### config.mk
export PLATFORM = sky130hd
export DESIGN_NAME = dl_lshift_pipe_flat
export DESIGN_NICKNAME = d
export VERILOG_FILES = /design/src/rtl/dl_lshift_pipe_if.sv /design/src/rtl/dl_lshift_pipe.sv /design/src/flat_wrapper.sv
export SDC_FILE = /design/constraint.sdc
export NUM_CORES = 1
export LEC_CHECK = 0
export ABC_AREA = 1
export CAP_MARGIN = 30
export CORE_UTILIZATION = 61
export DETAILED_ROUTE_END_ITERATION = 10
export PLACE_DENSITY = 0.92
export SETUP_SLACK_MARGIN = 0.5
export SLEW_MARGIN = 20
export SYNTH_ARGS = -nofsm -noshare
export SYNTH_HDL_FRONTEND = slang
export SYNTH_SLANG_ARGS = --single-unit
### constraint.sdc
create_clock -name clk -period 2.55 [get_ports clk]
set_input_delay 0.255 -clock clk [delete_from_list [all_inputs] [get_ports clk]]
set_output_delay 0.255 -clock clk [all_outputs]
set_load 0.005 [all_outputs]
### src/rtl/dl_lshift_pipe_if.sv
// Handshake bundle for dl_lshift_pipe.
//   master : upstream/downstream environment (drives operands, flush, out_ready)
//   slave  : the shifter (drives in_ready, out_valid, out)
// Signals:
//   flush      synchronous kill of every in-flight operation
//   in_valid   operation presented
//   in_ready   shifter can take the operation this cycle
//   sh_type    0 = logical left shift, 1 = rotate left
//   in         operand
//   shamt      shift amount
//   out_valid  result valid
//   out_ready  downstream accepts the result
//   out        shifted result
interface dl_lshift_pipe_if #(
   parameter int unsigned NUM_BITS = 32
);
   localparam int unsigned NUM_SHIFT_BITS = $clog2(NUM_BITS);

   logic                      flush;
   logic                      in_valid;
   logic                      in_ready;
   logic                      sh_type;
   logic [NUM_BITS-1:0]       in;
   logic [NUM_SHIFT_BITS-1:0] shamt;
   logic                      out_valid;
   logic                      out_ready;
   logic [NUM_BITS-1:0]       out;

   modport master (
      output flush, in_valid, sh_type, in, shamt, out_ready,
      input  in_ready, out_valid, out
   );

   modport slave (
      input  flush, in_valid, sh_type, in, shamt, out_ready,
      output in_ready, out_valid, out
   );
endinterface

### src/rtl/dl_lshift_pipe.sv
// Pipelined left shifter / rotator with valid/ready handshakes.
// Stage i applies a shift of 2**i when shamt bit i is set; every stage is
// registered, so a result leaves NUM_SHIFT_BITS cycles after acceptance.
// Ports:
//   clk    clock, rising edge
//   rst_n  asynchronous active-low reset (clears valids and data)
//   bus    dl_lshift_pipe_if.slave: flush, in_valid/in_ready, sh_type, in,
//          shamt, out_valid/out_ready, out
// in_ready is combinational from out_ready; out/out_valid come from flops.
module dl_lshift_pipe #(
   parameter int unsigned NUM_BITS = 32
) (
   input  logic             clk,
   input  logic             rst_n,
   dl_lshift_pipe_if.slave  bus
);

   localparam int unsigned NUM_SHIFT_BITS = $clog2(NUM_BITS);
   localparam int unsigned NS             = NUM_SHIFT_BITS;
   // Stage i keeps NS-1-i shamt bits for the stages after it.
   localparam int unsigned REM_TOT        = (NS * (NS - 1)) / 2;

   // Bit offset of stage idx's remaining-shamt field inside rem_bus.
   function automatic int unsigned rem_off(input int unsigned idx);
      return (idx * (NS - 1)) - ((idx * idx - idx) / 2);
   endfunction

   logic [NS-1:0]       stage_valid;
   logic [NS-1:0]       stage_ready;
   logic [NUM_BITS-1:0] stage_data [NS];
   logic                stage_type [NS-1];
   logic [REM_TOT-1:0]  rem_bus;

   for (genvar i = 0; i < NS; i++) begin : g_stage
      localparam int unsigned SH   = 32'd1 << i;
      localparam int unsigned UP_W = NS - i;

      logic                valid_q, valid_d;
      logic [NUM_BITS-1:0] data_q, data_d;
      logic                up_valid;
      logic                up_type;
      logic [NUM_BITS-1:0] up_data;
      logic [UP_W-1:0]     up_rem;
      logic [NUM_BITS-1:0] shifted;
      logic                load;

      // Upstream source: input ports for stage 0, previous stage otherwise.
      if (i == 0) begin : g_src
         assign up_valid = bus.in_valid;
         assign up_type  = bus.sh_type;
         assign up_data  = bus.in;
         assign up_rem   = bus.shamt;
      end else begin : g_src
         localparam int unsigned UP_OFF = rem_off(i - 1);
         assign up_valid = stage_valid[i-1];
         assign up_type  = stage_type[i-1];
         assign up_data  = stage_data[i-1];
         assign up_rem   = rem_bus[UP_OFF +: UP_W];
      end

      // Ready chain unrolled: a stage can load if downstream drains or any
      // stage from here to the output is empty (bubble collapsing).
      assign stage_ready[i] = bus.out_ready || !(&stage_valid[NS-1:i]);
      assign load           = stage_ready[i] && up_valid;

      // Shift by 2**i, zero fill or wrap-around of the top bits.
      always_comb begin
         shifted = up_data;
         if (up_rem[0]) begin
            if (up_type) begin
               shifted = (up_data << SH) | (up_data >> (NUM_BITS - SH));
            end else begin
               shifted = up_data << SH;
            end
         end
      end

      // Next state: flush wins over any load; stalled stages hold.
      always_comb begin
         valid_d = valid_q;
         data_d  = data_q;
         if (stage_ready[i]) begin
            valid_d = up_valid;
         end
         if (load) begin
            data_d = shifted;
         end
         if (bus.flush) begin
            valid_d = 1'b0;
         end
      end

      always_ff @(posedge clk or negedge rst_n) begin
         if (!rst_n) begin
            valid_q <= 1'b0;
            data_q  <= '0;
         end else begin
            valid_q <= valid_d;
            data_q  <= data_d;
         end
      end

      assign stage_valid[i] = valid_q;
      assign stage_data[i]  = data_q;

      // Operation type and unused shamt bits only travel to later stages.
      if (i < NS - 1) begin : g_fwd
         localparam int unsigned REM_W = NS - 1 - i;
         localparam int unsigned OFF   = rem_off(i);

         logic             type_q, type_d;
         logic [REM_W-1:0] rem_q, rem_d;

         always_comb begin
            type_d = type_q;
            rem_d  = rem_q;
            if (load) begin
               type_d = up_type;
               rem_d  = up_rem[UP_W-1:1];
            end
         end

         always_ff @(posedge clk or negedge rst_n) begin
            if (!rst_n) begin
               type_q <= 1'b0;
               rem_q  <= '0;
            end else begin
               type_q <= type_d;
               rem_q  <= rem_d;
            end
         end

         assign stage_type[i]         = type_q;
         assign rem_bus[OFF +: REM_W] = rem_q;
      end
   end

   assign bus.in_ready  = stage_ready[0];
   assign bus.out_valid = stage_valid[NS-1];
   assign bus.out       = stage_data[NS-1];

endmodule

### src/flat_wrapper.sv
// flat-port wrapper written by rule: the top's interface ports become plain ports
module dl_lshift_pipe_flat 
#(
   parameter int unsigned NUM_BITS = 32
)
  (clk, rst_n, bus_flush, bus_in_valid, bus_sh_type, bus_in, bus_shamt, bus_out_ready, bus_in_ready, bus_out_valid, bus_out);
  dl_lshift_pipe_if #(.NUM_BITS(NUM_BITS)) bus_i ();
  input  logic clk;
  input  logic rst_n;
  input wire logic [$bits(bus_i.flush)-1:0] bus_flush;
  input wire logic [$bits(bus_i.in_valid)-1:0] bus_in_valid;
  input wire logic [$bits(bus_i.sh_type)-1:0] bus_sh_type;
  input wire logic [$bits(bus_i.in)-1:0] bus_in;
  input wire logic [$bits(bus_i.shamt)-1:0] bus_shamt;
  input wire logic [$bits(bus_i.out_ready)-1:0] bus_out_ready;
  output wire logic [$bits(bus_i.in_ready)-1:0] bus_in_ready;
  output wire logic [$bits(bus_i.out_valid)-1:0] bus_out_valid;
  output wire logic [$bits(bus_i.out)-1:0] bus_out;
  assign bus_i.flush = bus_flush;
  assign bus_i.in_valid = bus_in_valid;
  assign bus_i.sh_type = bus_sh_type;
  assign bus_i.in = bus_in;
  assign bus_i.shamt = bus_shamt;
  assign bus_i.out_ready = bus_out_ready;
  assign bus_in_ready = bus_i.in_ready;
  assign bus_out_valid = bus_i.out_valid;
  assign bus_out = bus_i.out;
  dl_lshift_pipe #(.NUM_BITS(NUM_BITS)) u_core (.clk(clk), .rst_n(rst_n), .bus(bus_i));
endmodule
==> impl_results.html <==
<table>
<tr><th>Metric</th><th>Value</th></tr>
<tr><th colspan="2">Synthesis</th></tr>
<tr><td>Library cell occupying the most area in the post-synthesis netlist</td><td>dfrtp_1</td></tr>
<tr><td>Post-synthesis cell type count</td><td>21</td></tr>
<tr><td>Fraction of synthesized cell area taken by the top area cell type</td><td>52.26%</td></tr>
<tr><td>Yosys synthesis warning count</td><td>0</td></tr>
<tr><td>Most repeated cell in the gate-level netlist after synthesis</td><td>nand2_1</td></tr>
<tr><td>Per-instance average area after synthesis</td><td>7.784 µm²</td></tr>
<tr><td>Sequential element share of the synthesized area</td><td>52.26%</td></tr>
<tr><td>Register bit total from synthesis</td><td>179</td></tr>
<tr><td>Count of flip-flops with a built-in enable after synthesis</td><td>0</td></tr>
<tr><td>Primary flip-flop cell chosen by synthesis mapping</td><td>dfrtp_1</td></tr>
<tr><td>Most frequent cells after synthesis</td><td>nand2_1 (314), dfrtp_1 (179), o21ai_0 (153), inv_1 (124), a21oi_1 (62)</td></tr>
<tr><td>Cell area after technology mapping</td><td>8571 µm²</td></tr>
<tr><td>Number of instances in the synthesized netlist</td><td>1101</td></tr>
<tr><td>Top post-synthesis cells by area</td><td>dfrtp_1 (52%), nand2_1 (14%), o21ai_0 (8.9%)</td></tr>
<tr><td>Number of nets produced by synthesis</td><td>1144</td></tr>
<tr><td>Share of flip-flops with an asynchronous set or reset after synthesis</td><td>100.0%</td></tr>
<tr><th colspan="2">Clock network</th></tr>
<tr><td>Clock transition at the registers of the reported paths</td><td>60 ps</td></tr>
<tr><td>Number of buffers added by the clock tree synthesis step</td><td>17</td></tr>
<tr><td>TritonCTS clock tree</td><td>done</td></tr>
<tr><td>Deepest clock path buffer count</td><td>2</td></tr>
<tr><td>Depth of the CTS H-tree</td><td>4</td></tr>
<tr><td>Later-pin clock latency in the skew report</td><td>430 ps</td></tr>
<tr><td>Number of clock sinks</td><td>179</td></tr>
<tr><td>Root Buffer Master</td><td>clkbuf_16</td></tr>
<tr><th colspan="2">STA</th></tr>
<tr><td>Setup violations, final</td><td>0</td></tr>
<tr><td>Max transition margin</td><td>45.77%</td></tr>
<tr><td>Final period utilization</td><td>72.18%</td></tr>
<tr><td>RSZ-0062 raised after global routing</td><td>false</td></tr>
<tr><td>Clock Skews</td><td>9.438 ps</td></tr>
<tr><td>Post-Route Setup TNS</td><td>0 ps</td></tr>
<tr><td>WHS</td><td>391.4 ps</td></tr>
<tr><td>Pins Over Slew Limit</td><td>0</td></tr>
<tr><td>Final worst setup slack</td><td>709.5 ps</td></tr>
<tr><td>Actual slew at the worst max-slew pin</td><td>813.4 ps</td></tr>
<tr><td>Final count of hold timing violations</td><td>0</td></tr>
<tr><td>Post-layout min period</td><td>1841 ps</td></tr>
<tr><td>Max Clock Freq</td><td>543.3 MHz</td></tr>
<tr><th colspan="2">Critical path</th></tr>
<tr><td>Max incr delay on CP</td><td>400 ps</td></tr>
<tr><td>Most used cell along the critical path</td><td>nand2_1</td></tr>
<tr><td>CP Cell Sequence</td><td>inv_1 &gt; nor2_4 &gt; nand2_1 &gt; nand2_2 &gt; inv_2 &gt; buf_12 &gt; nand2_1 &gt; o21ai_1</td></tr>
<tr><td>Arr. time, crit path</td><td>2150 ps</td></tr>
<tr><td>Element type at the critical path end</td><td>register</td></tr>
<tr><td>Maximum net fanout on the critical path</td><td>39</td></tr>
<tr><td>Critical path's slowest cell</td><td>dfrtp_1</td></tr>
<tr><td>Sort of element at the start of the critical path</td><td>register</td></tr>
<tr><td>Worst setup path category</td><td>register to register</td></tr>
<tr><td>CP required</td><td>2860 ps</td></tr>
<tr><th colspan="2">Floorplan</th></tr>
<tr><td>Cell row count</td><td>42</td></tr>
<tr><td>Die Outline Area</td><td>14530 µm²</td></tr>
<tr><td>X dimension of the die</td><td>120.5 µm</td></tr>
<tr><td>Count of boundary I/O pins</td><td>77</td></tr>
<tr><td>Area inside the core boundary</td><td>13450 µm²</td></tr>
<tr><td>Initial standard-cell utilization of the core</td><td>63.71%</td></tr>
<tr><td>Die span in y</td><td>120.5 µm</td></tr>
<tr><th colspan="2">Placed design</th></tr>
<tr><td>Cell Count Post-Placement</td><td>1294</td></tr>
<tr><td>Setup slack at placement</td><td>373.8 ps</td></tr>
<tr><td>IO buf count</td><td>76</td></tr>
<tr><td>Final weighted congestion of routability-driven global placement</td><td>0.8104</td></tr>
<tr><td>DP HPWL</td><td>12380 µm</td></tr>
<tr><th colspan="2">Global routing</th></tr>
<tr><td>GR Overflow Total</td><td>0</td></tr>
<tr><td>Number of antenna violations at the first check in global routing</td><td>0</td></tr>
<tr><td>Total routing usage reported by global routing</td><td>26.80%</td></tr>
<tr><td>Maximum number of pins on one net before global-route repair</td><td>76</td></tr>
<tr><td>Via count of the first global-routing pass</td><td>6533</td></tr>
<tr><td>Wire length of the first global-routing pass</td><td>30300 µm</td></tr>
<tr><th colspan="2">Pwr</th></tr>
<tr><td>VDD IR-drop max</td><td>0.0005488 V</td></tr>
<tr><td>Cell area power density</td><td>835.5 nW/µm²</td></tr>
<tr><td>Leakage power of the design</td><td>4.610 nW</td></tr>
<tr><th colspan="2">Routing</th></tr>
<tr><td>Remaining design rule violation count</td><td>0</td></tr>
<tr><td>Drt total wl</td><td>18480 µm</td></tr>
<tr><td>Vias post-DR</td><td>7282</td></tr>
<tr><td>Remaining antenna violation count after routing</td><td>0</td></tr>
<tr><td>Initial DRC Count</td><td>630</td></tr>
<tr><td>Routed WL per cell</td><td>13.92 µm</td></tr>
<tr><td>Post-detailed-route via-to-cell ratio</td><td>5.488</td></tr>
<tr><td>Drt first pass iters</td><td>6</td></tr>
<tr><th colspan="2">Cells and area</th></tr>
<tr><td>Count of non-filler cells in the finished layout</td><td>1327</td></tr>
<tr><td>Area of combinational cells with multiple inputs</td><td>3246 µm²</td></tr>
<tr><td>Finished Core Util</td><td>73.87%</td></tr>
<tr><td>FF/Latch Area</td><td>4479 µm²</td></tr>
<tr><td>Share of post-route cells with drive strength above 1</td><td>5.126%</td></tr>
<tr><td>Layout Area Growth over Synthesis</td><td>15.96%</td></tr>
<tr><td>Net count, final</td><td>1182</td></tr>
<tr><td>Number of diodes added for antenna fixing</td><td>0</td></tr>
<tr><td>Number of filler instances in the final layout</td><td>934</td></tr>
<tr><th colspan="2">Run status</th></tr>
<tr><td>Run status</td><td>complete, no violations</td></tr>
<tr><th colspan="2">Min path</th></tr>
<tr><td>HP Class</td><td>input port to asynchronous set/reset pin</td></tr>
<tr><th colspan="2">Run</th></tr>
<tr><td>Max Cap Viol</td><td>0</td></tr>
</table>
[metal layers]
metal,track usage (%),up-vias,wire (µm)
met3,4.245,68,857
li1,-,3606,-
met4,15.43,0,851
met2,44.11,254,9132
met1,33.79,3354,7636
met5,0,-,0
[power by group]
part	internal (mW)	switching, mW
combinational	0.835	1.14
clock	1.50	1.06
sequential	3.44	0.336
total	5.77	2.53
[sequential cells by signal (all words and copies together), names as in the netlist]
register and cells:
u_core.g_stage.data_q 128, u_core.bus.out 32, u_core.g_stage.g_fwd.rem_q 10, u_core.g_stage.g_fwd.type_q 4, u_core.g_stage.valid_q 4, u_core.bus.out_valid 1
[worst paths after layout]
check	slack (ps)	end	startpoint	cells past startpoint
min in group clk	390	u_core.g_stage[0].g_fwd.rem_q[3]$_DFFE_PN0P_	bus_shamt[4]	3
setup reg to reg	710	u_core.g_stage[3].data_q[7]$_DFFE_PN0P_	u_core.bus.out_valid$_DFFE_PN0P_	8
max in group asynchronous	1390	u_core.g_stage[1].data_q[21]$_DFFE_PN0P_	rst_n	3
hold / removal	390	u_core.bus.out[7]$_DFFE_PN0P_	rst_n	2
setup / recovery	710	u_core.g_stage[3].data_q[7]$_DFFE_PN0P_	u_core.bus.out_valid$_DFFE_PN0P_	8
hold reg to reg	480	u_core.g_stage[0].data_q[15]$_DFFE_PN0P_	u_core.g_stage[0].data_q[15]$_DFFE_PN0P_	2
[critical path: cells and delay by family, from the launching register on]
family | cells | cell delay [ps]
AO/OA/AOI/OAI | 1 | 90
buffers and inverters | 3 | 520
flip-flops | 1 | 400
AND/OR/NAND/NOR | 4 | 670
[area by class of cell]
class / instances / share of cell area (%)
Multi-Input combinational cell: 724 / 32.66
Clock inverter: 7 / 0.7176
Inverter: 126 / 4.759
Timing Repair Buffer: 91 / 9.430
Clock buffer: 24 / 5.149
Sequential cell: 179 / 45.07
Tap cell: 176 / 2.216
[timing repair]
item	in CTS	in global routing
buffers inserted	0	0
endpoints found under the hold margin	71	0
endpoints found under the setup margin	1	1
gates resized for setup	1	1
hold buffers	1	0
[layout by cell type (no fill, tap or decap), types with 2 or more instances in the layout]
cell type / instances
clkbuf_8: 6
buf_4: 9
a21oi_1: 62
o21ai_1: 53
inv_1: 124
o22ai_1: 28
nor2_4: 3
o21ai_0: 153
dfrtp_1: 179
inv_2: 2
clkinv_2: 3
nor2_1: 60
clkbuf_16: 17
nand3_1: 43
nand2_2: 2
nand2_4: 3
nand2_1: 314
clkdlybuf4s50_1: 73
clkinv_4: 2
buf_12: 5
nor2_2: 2
[stage by stage]
| step | total power, mW | area [µm²] |
|---|---|---|
| after CTS | 8.293 | 9916 |
| after detailed placement | 5.720 | 9315 |
| after global routing | 8.729 | 9938 |
| after global placement | 5.610 | 9315 |
| final | 8.303 | 9938 |
| after floorplan | 4.904 | 8571 |
[cells by family after synthesis]
kind of cell           synth area share (%)
AO/OA/AOI/OAI                         17.69
flip-flops                            52.26
buffers and inverters                 9.986
AND/OR/NAND/NOR                       20.06
Note: power is estimated with default switching activity, not from simulation.
